File: src/rtl/alu_rr_sequencer.sv
// Round-robin shared 4-bit ALU with a 4-iteration restoring divider and valid/ready handshakes.
// Optional statistics counters are enabled by defining ALU_STATS_EN.
module alu_rr_sequencer #(
  parameter logic [7:0] DIV_ZERO_VAL = 8'hFF
`ifdef ALU_STATS_EN
  ,
  parameter int CNT_W = 8
`endif
) (
  input  logic       clk,
  input  logic       rst_n,
  input  logic       req0_valid,
  output logic       req0_ready,
  input  logic [2:0] req0_op,
  input  logic [3:0] req0_a,
  input  logic [3:0] req0_b,
  input  logic       req1_valid,
  output logic       req1_ready,
  input  logic [2:0] req1_op,
  input  logic [3:0] req1_a,
  input  logic [3:0] req1_b,
  output logic       resp_valid,
  input  logic       resp_ready,
  output logic [7:0] resp_data,
  output logic       resp_id,
  output logic       resp_err
`ifdef ALU_STATS_EN
  ,
  output logic [CNT_W-1:0] done0_cnt,
  output logic [CNT_W-1:0] done1_cnt,
  output logic [CNT_W-1:0] dz_cnt
`endif
);

  typedef enum logic [1:0] {IDLE, EXEC, DIV, DONE} state_t;

  state_t     state;
  logic       last;
  logic       id_r;
  logic [2:0] op_r;
  logic [3:0] a_r, b_r;
  logic [3:0] rem, quo;
  logic [1:0] cnt;

  logic       grant0, grant1, accept, sel_id;
  logic [2:0] sel_op;
  logic [3:0] sel_a, sel_b;
  logic [4:0] shifted;
  logic [3:0] diff, rem_next, quo_next;
  logic       take, div_zero;
  logic [7:0] alu_res;

  // The requester that did not win last time gets priority when both are valid.
  always_comb begin
    grant0  = req0_valid & (~req1_valid | last);
    grant1  = req1_valid & (~req0_valid | ~last);
    accept  = (state == IDLE) & (grant0 | grant1);
    sel_id  = grant1;
    sel_op  = grant1 ? req1_op : req0_op;
    sel_a   = grant1 ? req1_a  : req0_a;
    sel_b   = grant1 ? req1_b  : req0_b;
  end

  assign req0_ready = rst_n & (state == IDLE) & grant0;
  assign req1_ready = rst_n & (state == IDLE) & grant1;

  // The partial remainder stays below the divisor, so a 4-bit subtract is exact when taken.
  always_comb begin
    shifted  = {rem, quo[3]};
    take     = shifted >= {1'b0, b_r};
    diff     = shifted[3:0] - b_r;
    rem_next = take ? diff : shifted[3:0];
    quo_next = {quo[2:0], take};
  end

  always_comb begin
    div_zero = (op_r == 3'd5) & (b_r == 4'd0);
    case (op_r)
      3'd0:    alu_res = {4'h0, a_r & b_r};
      3'd1:    alu_res = {4'h0, a_r} - {4'h0, b_r};
      3'd2:    alu_res = {4'h0, a_r} + {4'h0, b_r};
      3'd3:    alu_res = {4'h0, a_r | b_r};
      3'd4:    alu_res = {4'h0, a_r ^ b_r};
      3'd6:    alu_res = {4'h0, ~a_r};
      3'd7:    alu_res = {4'h0, ~b_r};
      default: alu_res = DIV_ZERO_VAL;
    endcase
  end

  always_ff @(posedge clk or negedge rst_n) begin
    if (!rst_n) begin
      state      <= IDLE;
      last       <= 1'b1;
      id_r       <= 1'b0;
      op_r       <= 3'd0;
      a_r        <= 4'd0;
      b_r        <= 4'd0;
      rem        <= 4'd0;
      quo        <= 4'd0;
      cnt        <= 2'd0;
      resp_valid <= 1'b0;
      resp_data  <= 8'd0;
      resp_id    <= 1'b0;
      resp_err   <= 1'b0;
    end else begin
      case (state)
        IDLE: if (accept) begin
          op_r  <= sel_op;
          a_r   <= sel_a;
          b_r   <= sel_b;
          id_r  <= sel_id;
          last  <= sel_id;
          rem   <= 4'd0;
          quo   <= sel_a;
          cnt   <= 2'd0;
          state <= (sel_op == 3'd5 && sel_b != 4'd0) ? DIV : EXEC;
        end
        EXEC: begin
          resp_data  <= alu_res;
          resp_err   <= div_zero;
          resp_id    <= id_r;
          resp_valid <= 1'b1;
          state      <= DONE;
        end
        DIV: begin
          rem <= rem_next;
          quo <= quo_next;
          cnt <= cnt + 2'd1;
          if (cnt == 2'd3) begin
            resp_data  <= {4'h0, quo_next};
            resp_err   <= 1'b0;
            resp_id    <= id_r;
            resp_valid <= 1'b1;
            state      <= DONE;
          end
        end
        DONE: if (resp_ready) begin
          resp_valid <= 1'b0;
          state      <= IDLE;
        end
        default: state <= IDLE;
      endcase
    end
  end

`ifdef ALU_STATS_EN
  // Counters advance only on the response handshake.
  always_ff @(posedge clk or negedge rst_n) begin
    if (!rst_n) begin
      done0_cnt <= '0;
      done1_cnt <= '0;
      dz_cnt    <= '0;
    end else if (resp_valid && resp_ready) begin
      if (resp_id) done1_cnt <= done1_cnt + 1'b1;
      else         done0_cnt <= done0_cnt + 1'b1;
      if (resp_err) dz_cnt <= dz_cnt + 1'b1;
    end
  end
`endif

endmodule

File: config.mk
export PLATFORM = sky130hd
export DESIGN_NAME = alu_rr_sequencer
export DESIGN_NICKNAME = d
export VERILOG_FILES = /design/src/rtl/alu_rr_sequencer.sv
export SDC_FILE = /design/constraint.sdc
export NUM_CORES = 1
export LEC_CHECK = 0
export ABC_AREA = 1
export CORE_ASPECT_RATIO = 1.5
export CORE_MARGIN = 5
export CORE_UTILIZATION = 49
export DETAILED_ROUTE_END_ITERATION = 7
export HOLD_SLACK_MARGIN = 0.02
export MAX_ROUTING_LAYER = met4
export PLACE_DENSITY_LB_ADDON = 0.08
export SLEW_MARGIN = 0
export SYNTH_ARGS = -nofsm -noshare
export SYNTH_HDL_FRONTEND = slang
export SYNTH_SLANG_ARGS = --single-unit
File: constraint.sdc
create_clock -name clk -period 1.7 [get_ports clk]
set_input_delay 0.51 -clock clk [delete_from_list [all_inputs] [get_ports clk]]
set_output_delay 0.51 -clock clk [all_outputs]
set_load 0.05 [all_outputs]
==> results of run 1 <==
-- report_power, final --
part | internal, mW | switching [mW] | leakage [nW] | total [mW]
logic | 2.62 | 3.23 | 1.41 | 5.85
registers | 1.20 | 0.391 | 0.417 | 1.59
clock network | 0.588 | 0.314 | 0.0683 | 0.902
total | 4.41 | 3.93 | 1.89 | 8.34
-- final timing paths --
kind / slack, ns / from / to / cells after the start
setup / recovery: -0.23 / req1_valid / req0_ready / 3
hold / removal: 0.42 / rst_n / a_r[3] / 2
setup reg to reg: 0.03 / a_r[0] / resp_data[1] / 9
hold reg to reg: 0.48 / rem[3] / rem[3] / 2
max in group asynchronous: 0.93 / rst_n / last / 2
min in group clk: 0.48 / rem[3] / rem[3] / 2
-- registers in the layout, summed over array words and instances (netlist names) --
register	count
last	1
cnt	2
resp_valid	1
resp_id	1
rem	4
resp_err	1
state	2
b_r	4
resp_data	6
op_r	3
a_r	4
quo	4
id_r	1
-- critical path, stage by stage --
cell and delay [ns]:
sky130_fd_sc_hd__dlygate4sd2_1 0.30, sky130_fd_sc_hd__a2111oi_4 0.42, sky130_fd_sc_hd__buf_12 0.18
-- layer usage --
| layer | vias to the layer above | global-route usage [%] | routed length (um) | part of all wire, % |
|---|---|---|---|---|
| li1 | 1306 | - | - | - |
| met1 | 1217 | 21.5 | 2560 | 35 |
| met2 | 72 | 42.1 | 4230 | 58 |
| met3 | 25 | 3.47 | 229 | 3.1 |
| met4 | 0 | 13.4 | 314 | 4.3 |
| met5 | - | - | 0 | 0 |
-- cell type report --
| type | count | share of cell area, % |
|---|---|---|
| Tap cell | 68 | 2.20 |
| Sequential cell | 34 | 22.1 |
| Inverter | 46 | 4.72 |
| Multi-Input combinational cell | 257 | 42.7 |
| Timing Repair Buffer | 93 | 24.8 |
| Clock buffer | 5 | 1.78 |
| Clock inverter | 3 | 1.78 |
-- synth_stat cells --
cell,instances
sky130_fd_sc_hd__o21ai_1,4
sky130_fd_sc_hd__o2111ai_1,1
sky130_fd_sc_hd__nor2_8,1
sky130_fd_sc_hd__buf_6,2
sky130_fd_sc_hd__nor2_4,2
sky130_fd_sc_hd__a2111oi_0,1
sky130_fd_sc_hd__xor2_1,1
sky130_fd_sc_hd__nand2_1,101
sky130_fd_sc_hd__dfstp_2,1
sky130_fd_sc_hd__clkbuf_2,1
sky130_fd_sc_hd__buf_4,5
sky130_fd_sc_hd__a31oi_1,3
sky130_fd_sc_hd__o21ai_0,27
sky130_fd_sc_hd__clkbuf_8,1
sky130_fd_sc_hd__buf_2,1
sky130_fd_sc_hd__nor3_1,2
sky130_fd_sc_hd__a22o_1,1
sky130_fd_sc_hd__clkinv_1,1
sky130_fd_sc_hd__nand4_1,4
sky130_fd_sc_hd__xnor2_1,1
sky130_fd_sc_hd__nor2_2,1
sky130_fd_sc_hd__inv_2,4
sky130_fd_sc_hd__a21oi_1,5
sky130_fd_sc_hd__ha_1,21
sky130_fd_sc_hd__o21ai_2,2
sky130_fd_sc_hd__nand3_1,33
sky130_fd_sc_hd__or2_2,1
sky130_fd_sc_hd__nand2_2,2
sky130_fd_sc_hd__inv_1,39
sky130_fd_sc_hd__or2_4,1
sky130_fd_sc_hd__nand3b_1,2
sky130_fd_sc_hd__nor2_1,23
sky130_fd_sc_hd__dfrtp_1,33
sky130_fd_sc_hd__inv_4,2
sky130_fd_sc_hd__nand3_2,2
sky130_fd_sc_hd__o211ai_1,1
sky130_fd_sc_hd__fa_1,3
sky130_fd_sc_hd__and3_1,1
sky130_fd_sc_hd__or2_0,2
sky130_fd_sc_hd__nand2_4,4
sky130_fd_sc_hd__o22ai_1,4
-- timing repair --
action                                  CTS  global route
buffers inserted                          3             5
pin swaps                                 2            18
resized for setup                        17            37
hold buffers                              0             0
endpoints found under the setup margin   27            17
-- kinds of logic (layout without fill, tap and decap cells) --
family                     after synthesis  in the layout  synth area share, %
and+or+nand+nor                        182            182                 32.7
buffers and inverters                   56            147                 10.2
AOI/OAI and AO/OA                       49             49                 10.7
DFF                                     34             34                 33.2
adders and majority gates               24             24                 12.6
xor gates and xnor gates                 2              2                0.682
==> flow_results.xml, run 1 <==
<?xml version="1.0" encoding="UTF-8"?>
<metrics>
  <group name="global_route">
    <metric name="largest_net_degree_at_the_start_of_global_routing" unit="">35</metric>
    <metric name="grt_first_pass_wirelength" unit="um">12000</metric>
    <metric name="grt_antenna_before_repair" unit="">0</metric>
    <metric name="overflow_after_grt" unit="">0</metric>
    <metric name="groute.usage.overall" unit="%">22.6</metric>
    <metric name="first_global_vias" unit="">2765</metric>
  </group>
  <group name="die">
    <metric name="fp-row-count" unit="">32</metric>
    <metric name="die_x" unit="um">69.1</metric>
    <metric name="ios" unit="">40</metric>
    <metric name="core_area" unit="um2">5120</metric>
    <metric name="die_y" unit="um">98.7</metric>
    <metric name="floorplan.die_area" unit="um2">6820</metric>
    <metric name="initial_utilization" unit="%">50.1</metric>
  </group>
  <group name="clock_network">
    <metric name="tritoncts.num_buffers" unit="">5</metric>
    <metric name="htree_levels" unit="">2</metric>
    <metric name="tritoncts_clock_tree" unit="">built</metric>
    <metric name="worst_setup_hold_path_clk_slew" unit="ns">0.08</metric>
    <metric name="clockRootBuffer" unit="">sky130_fd_sc_hd__clkbuf_8</metric>
    <metric name="clock_sink_count" unit="">34</metric>
    <metric name="max-clock-path-buffers" unit="">2</metric>
    <metric name="clk_latency" unit="ns">0.29</metric>
  </group>
  <group name="power_and_ir_drop">
    <metric name="pwr_density_cell" unit="nW/um2">2160</metric>
    <metric name="total_power" unit="mW">8.34</metric>
    <metric name="leakagePower" unit="nW">1.89</metric>
    <metric name="power.ir.vdd_worst" unit="V">0.00150</metric>
  </group>
  <group name="placement">
    <metric name="io_buffer_count" unit="">39</metric>
    <metric name="dp_cells" unit="">490</metric>
    <metric name="placedInstanceArea" unit="um2">3510</metric>
    <metric name="place_ws" unit="ns">-0.482</metric>
    <metric name="gpl.final_weighted_congestion" unit="">0.926</metric>
    <metric name="detailedPlacementHpwl" unit="um">5840</metric>
  </group>
  <group name="final_layout">
    <metric name="share_of_post_route_cells_with_drive_strength_above_1" unit="%">31.3</metric>
    <metric name="antenna-diode-count" unit="">0</metric>
    <metric name="finalNetCount" unit="">488</metric>
    <metric name="multi_input_comb_area" unit="um2">1650</metric>
    <metric name="layout.core_utilization" unit="%">75.5</metric>
    <metric name="syn2layout_area_growth" unit="%">50.5</metric>
    <metric name="commonest_non_fill_non_tap_cell_in_the_layout" unit="">sky130_fd_sc_hd__nand2_1</metric>
    <metric name="post_layout_nonfiller_instances" unit="">506</metric>
    <metric name="layout.filler_cells" unit="">425</metric>
    <metric name="most-common-layout-cells" unit="">sky130_fd_sc_hd__nand2_1, sky130_fd_sc_hd__buf_4, sky130_fd_sc_hd__nand3_1, sky130_fd_sc_hd__dfrtp_1, sky130_fd_sc_hd__inv_1</metric>
    <metric name="seqCellArea" unit="um2">853</metric>
    <metric name="fin_area" unit="um2">3870</metric>
  </group>
  <group name="timing">
    <metric name="fin_ws" unit="ns">-0.232</metric>
    <metric name="minimum_period_implied_by_the_final_worst_setup_slack" unit="ns">1.93</metric>
    <metric name="final-setup-viol-count" unit="">2</metric>
    <metric name="achievable-frequency" unit="MHz">518</metric>
    <metric name="rsz0062_at_grt" unit="">true</metric>
    <metric name="hold_slack" unit="ns">0.424</metric>
    <metric name="fin_tns_setup" unit="ns">-0.369</metric>
    <metric name="fin_crit_sh" unit="%">114</metric>
    <metric name="hold_viol_final" unit="">0</metric>
    <metric name="final_max_slew_viol_count" unit="">0</metric>
    <metric name="slew_headroom" unit="%">66.2</metric>
    <metric name="timing.clock.skew" unit="ns">0.00960</metric>
    <metric name="worst_pin_slew" unit="ns">0.507</metric>
  </group>
  <group name="setup_path">
    <metric name="required_time_at_the_endpoint_of_the_critical_path" unit="ns">1.19</metric>
    <metric name="timing.critical_path.from_type" unit="">input pin</metric>
    <metric name="cp_class" unit="">in -&gt; out</metric>
    <metric name="cp.arrival" unit="ns">1.42</metric>
    <metric name="critical_path_peak_fanout" unit="">3</metric>
    <metric name="critPathCaptureType" unit="">output pin</metric>
  </group>
  <group name="logic_synthesis">
    <metric name="synthDistinctLibCells" unit="">41</metric>
    <metric name="syn-num-nets" unit="">398</metric>
    <metric name="synth_top_area_share" unit="%">32.1</metric>
    <metric name="netlist_area" unit="um2">2570</metric>
    <metric name="ys_seq_elements" unit="">34</metric>
    <metric name="synthTopCellsByArea" unit="">sky130_fd_sc_hd__dfrtp_1, sky130_fd_sc_hd__nand2_1, sky130_fd_sc_hd__ha_1</metric>
    <metric name="synthDominantAreaCellType" unit="">sky130_fd_sc_hd__dfrtp_1</metric>
    <metric name="synth_sequential_area_ratio" unit="%">33.2</metric>
    <metric name="postSynthCellCount" unit="">347</metric>
    <metric name="avgSynthCellArea" unit="um2">7.41</metric>
    <metric name="ys_warn_count" unit="">0</metric>
  </group>
  <group name="outcome">
    <metric name="violations" unit="">negative setup slack</metric>
    <metric name="status" unit="">finished, violations left</metric>
  </group>
  <group name="routing">
    <metric name="drc_errors" unit="">0</metric>
    <metric name="drtIter0Drc" unit="">115</metric>
    <metric name="drtPass1Iterations" unit="">4</metric>
    <metric name="routedWlPerCell" unit="um">14.5</metric>
    <metric name="finalWirelength" unit="um">7340</metric>
    <metric name="via_count" unit="">2620</metric>
    <metric name="vias_per_cell" unit="">5.18</metric>
    <metric name="ant_nets" unit="">0</metric>
  </group>
  <group name="worst_hold_path">
    <metric name="hold_path.class" unit="">in -&gt; async</metric>
  </group>
  <group name="flow_run">
    <metric name="maximum_capacitance_violations" unit="">0</metric>
  </group>
</metrics>
Note: power is estimated with default switching activity, not from simulation.
==> run 2, diff against run 1 <==
Settings changed: PLACE_DENSITY set to 0.87, PLACE_DENSITY_LB_ADDON 0.08 to not set.
==> flow_results.xml, run 2 (synthesized netlist as in run 1, its figures left out) <==
<?xml version="1.0" encoding="UTF-8"?>
<metrics>
  <group name="clock_network">
    <metric name="clock_sink_count" unit="">34</metric>
    <metric name="worst_setup_hold_path_clk_slew" unit="ns">0.07</metric>
    <metric name="max-clock-path-buffers" unit="">2</metric>
    <metric name="tritoncts.num_buffers" unit="">5</metric>
    <metric name="htree_levels" unit="">2</metric>
    <metric name="clk_latency" unit="ns">0.29</metric>
    <metric name="tritoncts_clock_tree" unit="">built</metric>
    <metric name="clockRootBuffer" unit="">sky130_fd_sc_hd__clkbuf_8</metric>
    <metric name="cts-hold-fix-buffers" unit="">0</metric>
  </group>
  <group name="routing">
    <metric name="via_count" unit="">2698</metric>
    <metric name="vias_per_cell" unit="">5.43</metric>
    <metric name="ant_nets" unit="">0</metric>
    <metric name="routedWlPerCell" unit="um">15.1</metric>
    <metric name="drtPass1Iterations" unit="">5</metric>
    <metric name="drc_errors" unit="">0</metric>
    <metric name="finalWirelength" unit="um">7490</metric>
    <metric name="drtIter0Drc" unit="">202</metric>
  </group>
  <group name="final_layout">
    <metric name="layout.filler_cells" unit="">385</metric>
    <metric name="finalNetCount" unit="">479</metric>
    <metric name="most-common-layout-cells" unit="">sky130_fd_sc_hd__nand2_1, sky130_fd_sc_hd__buf_4, sky130_fd_sc_hd__nand3_1</metric>
    <metric name="registers.top_by_ff_count" unit="">resp_data</metric>
    <metric name="largest_register_ff_count" unit="">6</metric>
    <metric name="share_of_post_route_cells_with_drive_strength_above_1" unit="%">29.4</metric>
    <metric name="syn2layout_area_growth" unit="%">44.3</metric>
    <metric name="antenna-diode-count" unit="">0</metric>
    <metric name="commonest_non_fill_non_tap_cell_in_the_layout" unit="">sky130_fd_sc_hd__nand2_1</metric>
  </group>
  <group name="power_and_ir_drop">
    <metric name="total_power" unit="mW">7.84</metric>
    <metric name="power.ir.vdd_worst" unit="V">0.00127</metric>
    <metric name="leakagePower" unit="nW">1.81</metric>
    <metric name="power.share.sequential" unit="%">20.9</metric>
    <metric name="pwr_density_cell" unit="nW/um2">2110</metric>
    <metric name="p_comb_share" unit="%">71.2</metric>
    <metric name="switching_share" unit="%">50.1</metric>
    <metric name="p_int" unit="mW">3.91</metric>
    <metric name="power.clock.fraction" unit="%">7.9</metric>
    <metric name="total_switching_power" unit="mW">3.93</metric>
  </group>
  <group name="die">
    <metric name="die_y" unit="um">98.7</metric>
    <metric name="initial_utilization" unit="%">50.1</metric>
    <metric name="core_area" unit="um2">5120</metric>
    <metric name="ios" unit="">40</metric>
    <metric name="fp-row-count" unit="">32</metric>
    <metric name="floorplan.die_area" unit="um2">6820</metric>
    <metric name="die_x" unit="um">69.1</metric>
  </group>
  <group name="global_route">
    <metric name="grt_antenna_before_repair" unit="">0</metric>
    <metric name="overflow_after_grt" unit="">0</metric>
    <metric name="first_global_vias" unit="">2770</metric>
    <metric name="grt_first_pass_wirelength" unit="um">12300</metric>
    <metric name="groute.usage.overall" unit="%">23.1</metric>
    <metric name="largest_net_degree_at_the_start_of_global_routing" unit="">35</metric>
  </group>
  <group name="timing">
    <metric name="hold_viol_final" unit="">0</metric>
    <metric name="fin_ws" unit="ns">-0.224</metric>
    <metric name="slew_headroom" unit="%">64.1</metric>
    <metric name="fin_crit_sh" unit="%">113</metric>
    <metric name="fin_tns_setup" unit="ns">-0.436</metric>
    <metric name="final_max_slew_viol_count" unit="">0</metric>
    <metric name="rsz0062_at_grt" unit="">true</metric>
    <metric name="timing.clock.skew" unit="ns">0.00944</metric>
    <metric name="minimum_period_implied_by_the_final_worst_setup_slack" unit="ns">1.92</metric>
    <metric name="achievable-frequency" unit="MHz">520</metric>
    <metric name="worst_pin_slew" unit="ns">0.538</metric>
    <metric name="final-setup-viol-count" unit="">2</metric>
  </group>
  <group name="setup_path">
    <metric name="critPathCaptureType" unit="">output pin</metric>
    <metric name="timing.critical_path.from_type" unit="">flip-flop</metric>
    <metric name="required_time_at_the_endpoint_of_the_critical_path" unit="ns">1.19</metric>
    <metric name="critical_path_peak_fanout" unit="">2</metric>
    <metric name="cp_class" unit="">reg -&gt; out</metric>
    <metric name="cp.arrival" unit="ns">1.41</metric>
  </group>
  <group name="placement">
    <metric name="detailedPlacementHpwl" unit="um">5690</metric>
    <metric name="io_buffer_count" unit="">39</metric>
    <metric name="gpl.final_weighted_congestion" unit="">1.01</metric>
  </group>
  <group name="worst_hold_path">
    <metric name="hold_path.class" unit="">in -&gt; async</metric>
  </group>
  <group name="flow_run">
    <metric name="maximum_capacitance_violations" unit="">0</metric>
  </group>
  <group name="outcome">
    <metric name="violations" unit="">negative setup slack</metric>
    <metric name="status" unit="">finished, violations left</metric>
  </group>
</metrics>
[run 2: cell types whose count changed in the layout (fill, tap and decap cells not counted), sizes merged]
cell	before	now
clkbuf	5	8
clkinvlp	0	1
bufinv	2	0
dlygate4sd2	2	1
buf	68	58
[run 2: final timing paths]
kind | slack, ns | from | endpoint | cells after the start
min reg2reg | 0.49 | rem[3] | rem[3] | 2
max reg2reg | 0.02 | a_r[0] | resp_data[2] | 11
min in group clk | 0.49 | rem[3] | rem[3] | 2
max | -0.22 | last | req0_ready | 3
min | 0.42 | rst_n | b_r[3] | 2
max in group asynchronous | 0.94 | rst_n | last | 2
[run 2: stage by stage]
stage / cells / instance area [um2] / setup slack (ns) / hold WS (ns) / util (%)
final: 497 / 3710 / -0.224 / 0.423 / 72.3
after global routing: 497 / 3710 / -0.265 / 0.488 / 72.3
after CTS: 490 / 3560 / -0.275 / 0.437 / 69.4
after detailed placement: 480 / 3410 / -0.498 / 0.471 / 66.6
after global placement: 480 / 3410 / -0.474 / 0.462 / 66.6
after floorplan: 347 / 2630 / -0.188 / 0.214 / -
[run 2: power groups by stage]
| stage | logic, mW | clock network [mW] | registers [mW] |
|---|---|---|---|
| floorplan | 2.90 | 0 | 1.78 |
| global placement | 4.67 | 0 | 1.58 |
| detailed placement | 4.83 | 0 | 1.60 |
| CTS | 5.03 | 0.623 | 1.61 |
| global route | 6.10 | 0.657 | 1.68 |
| finish | 5.58 | 0.622 | 1.64 |
[run 2: worst max-delay path: stages, from the launching register on]
cell                        delay, ns
sky130_fd_sc_hd__dfstp_2         0.55
sky130_fd_sc_hd__inv_2           0.05
sky130_fd_sc_hd__a2111oi_4       0.34
sky130_fd_sc_hd__buf_12          0.18
[run 2: final cells by class]
type | count | area [um2] | area share (%)
Sequential cell | 34 | 855 | 23.1
Clock inverter | 2 | 12.5 | 0.337
Clock buffer | 6 | 82.6 | 2.23
Tap cell | 68 | 85.1 | 2.29
Timing Repair Buffer | 84 | 866 | 23.4
Multi-Input combinational cell | 257 | 1620 | 43.8
Inverter | 46 | 183 | 4.93
[run 2: repair_timing]
| action | 4_1_cts | 5_1_grt |
|---|---|---|
| gates resized for setup | 19 | 34 |
| setup buffers | 2 | 7 |
| pin swaps | 4 | 15 |
| endpoints found under the setup margin | 27 | 17 |
[run 2: metal layers]
layer	up-vias	share of wire [%]	global-route usage, %
met4	0	6.3	15.5
li1	1286	-	-
met1	1241	35	23.7
met2	122	54	40.9
met3	49	4.8	2.45
met5	-	0	-
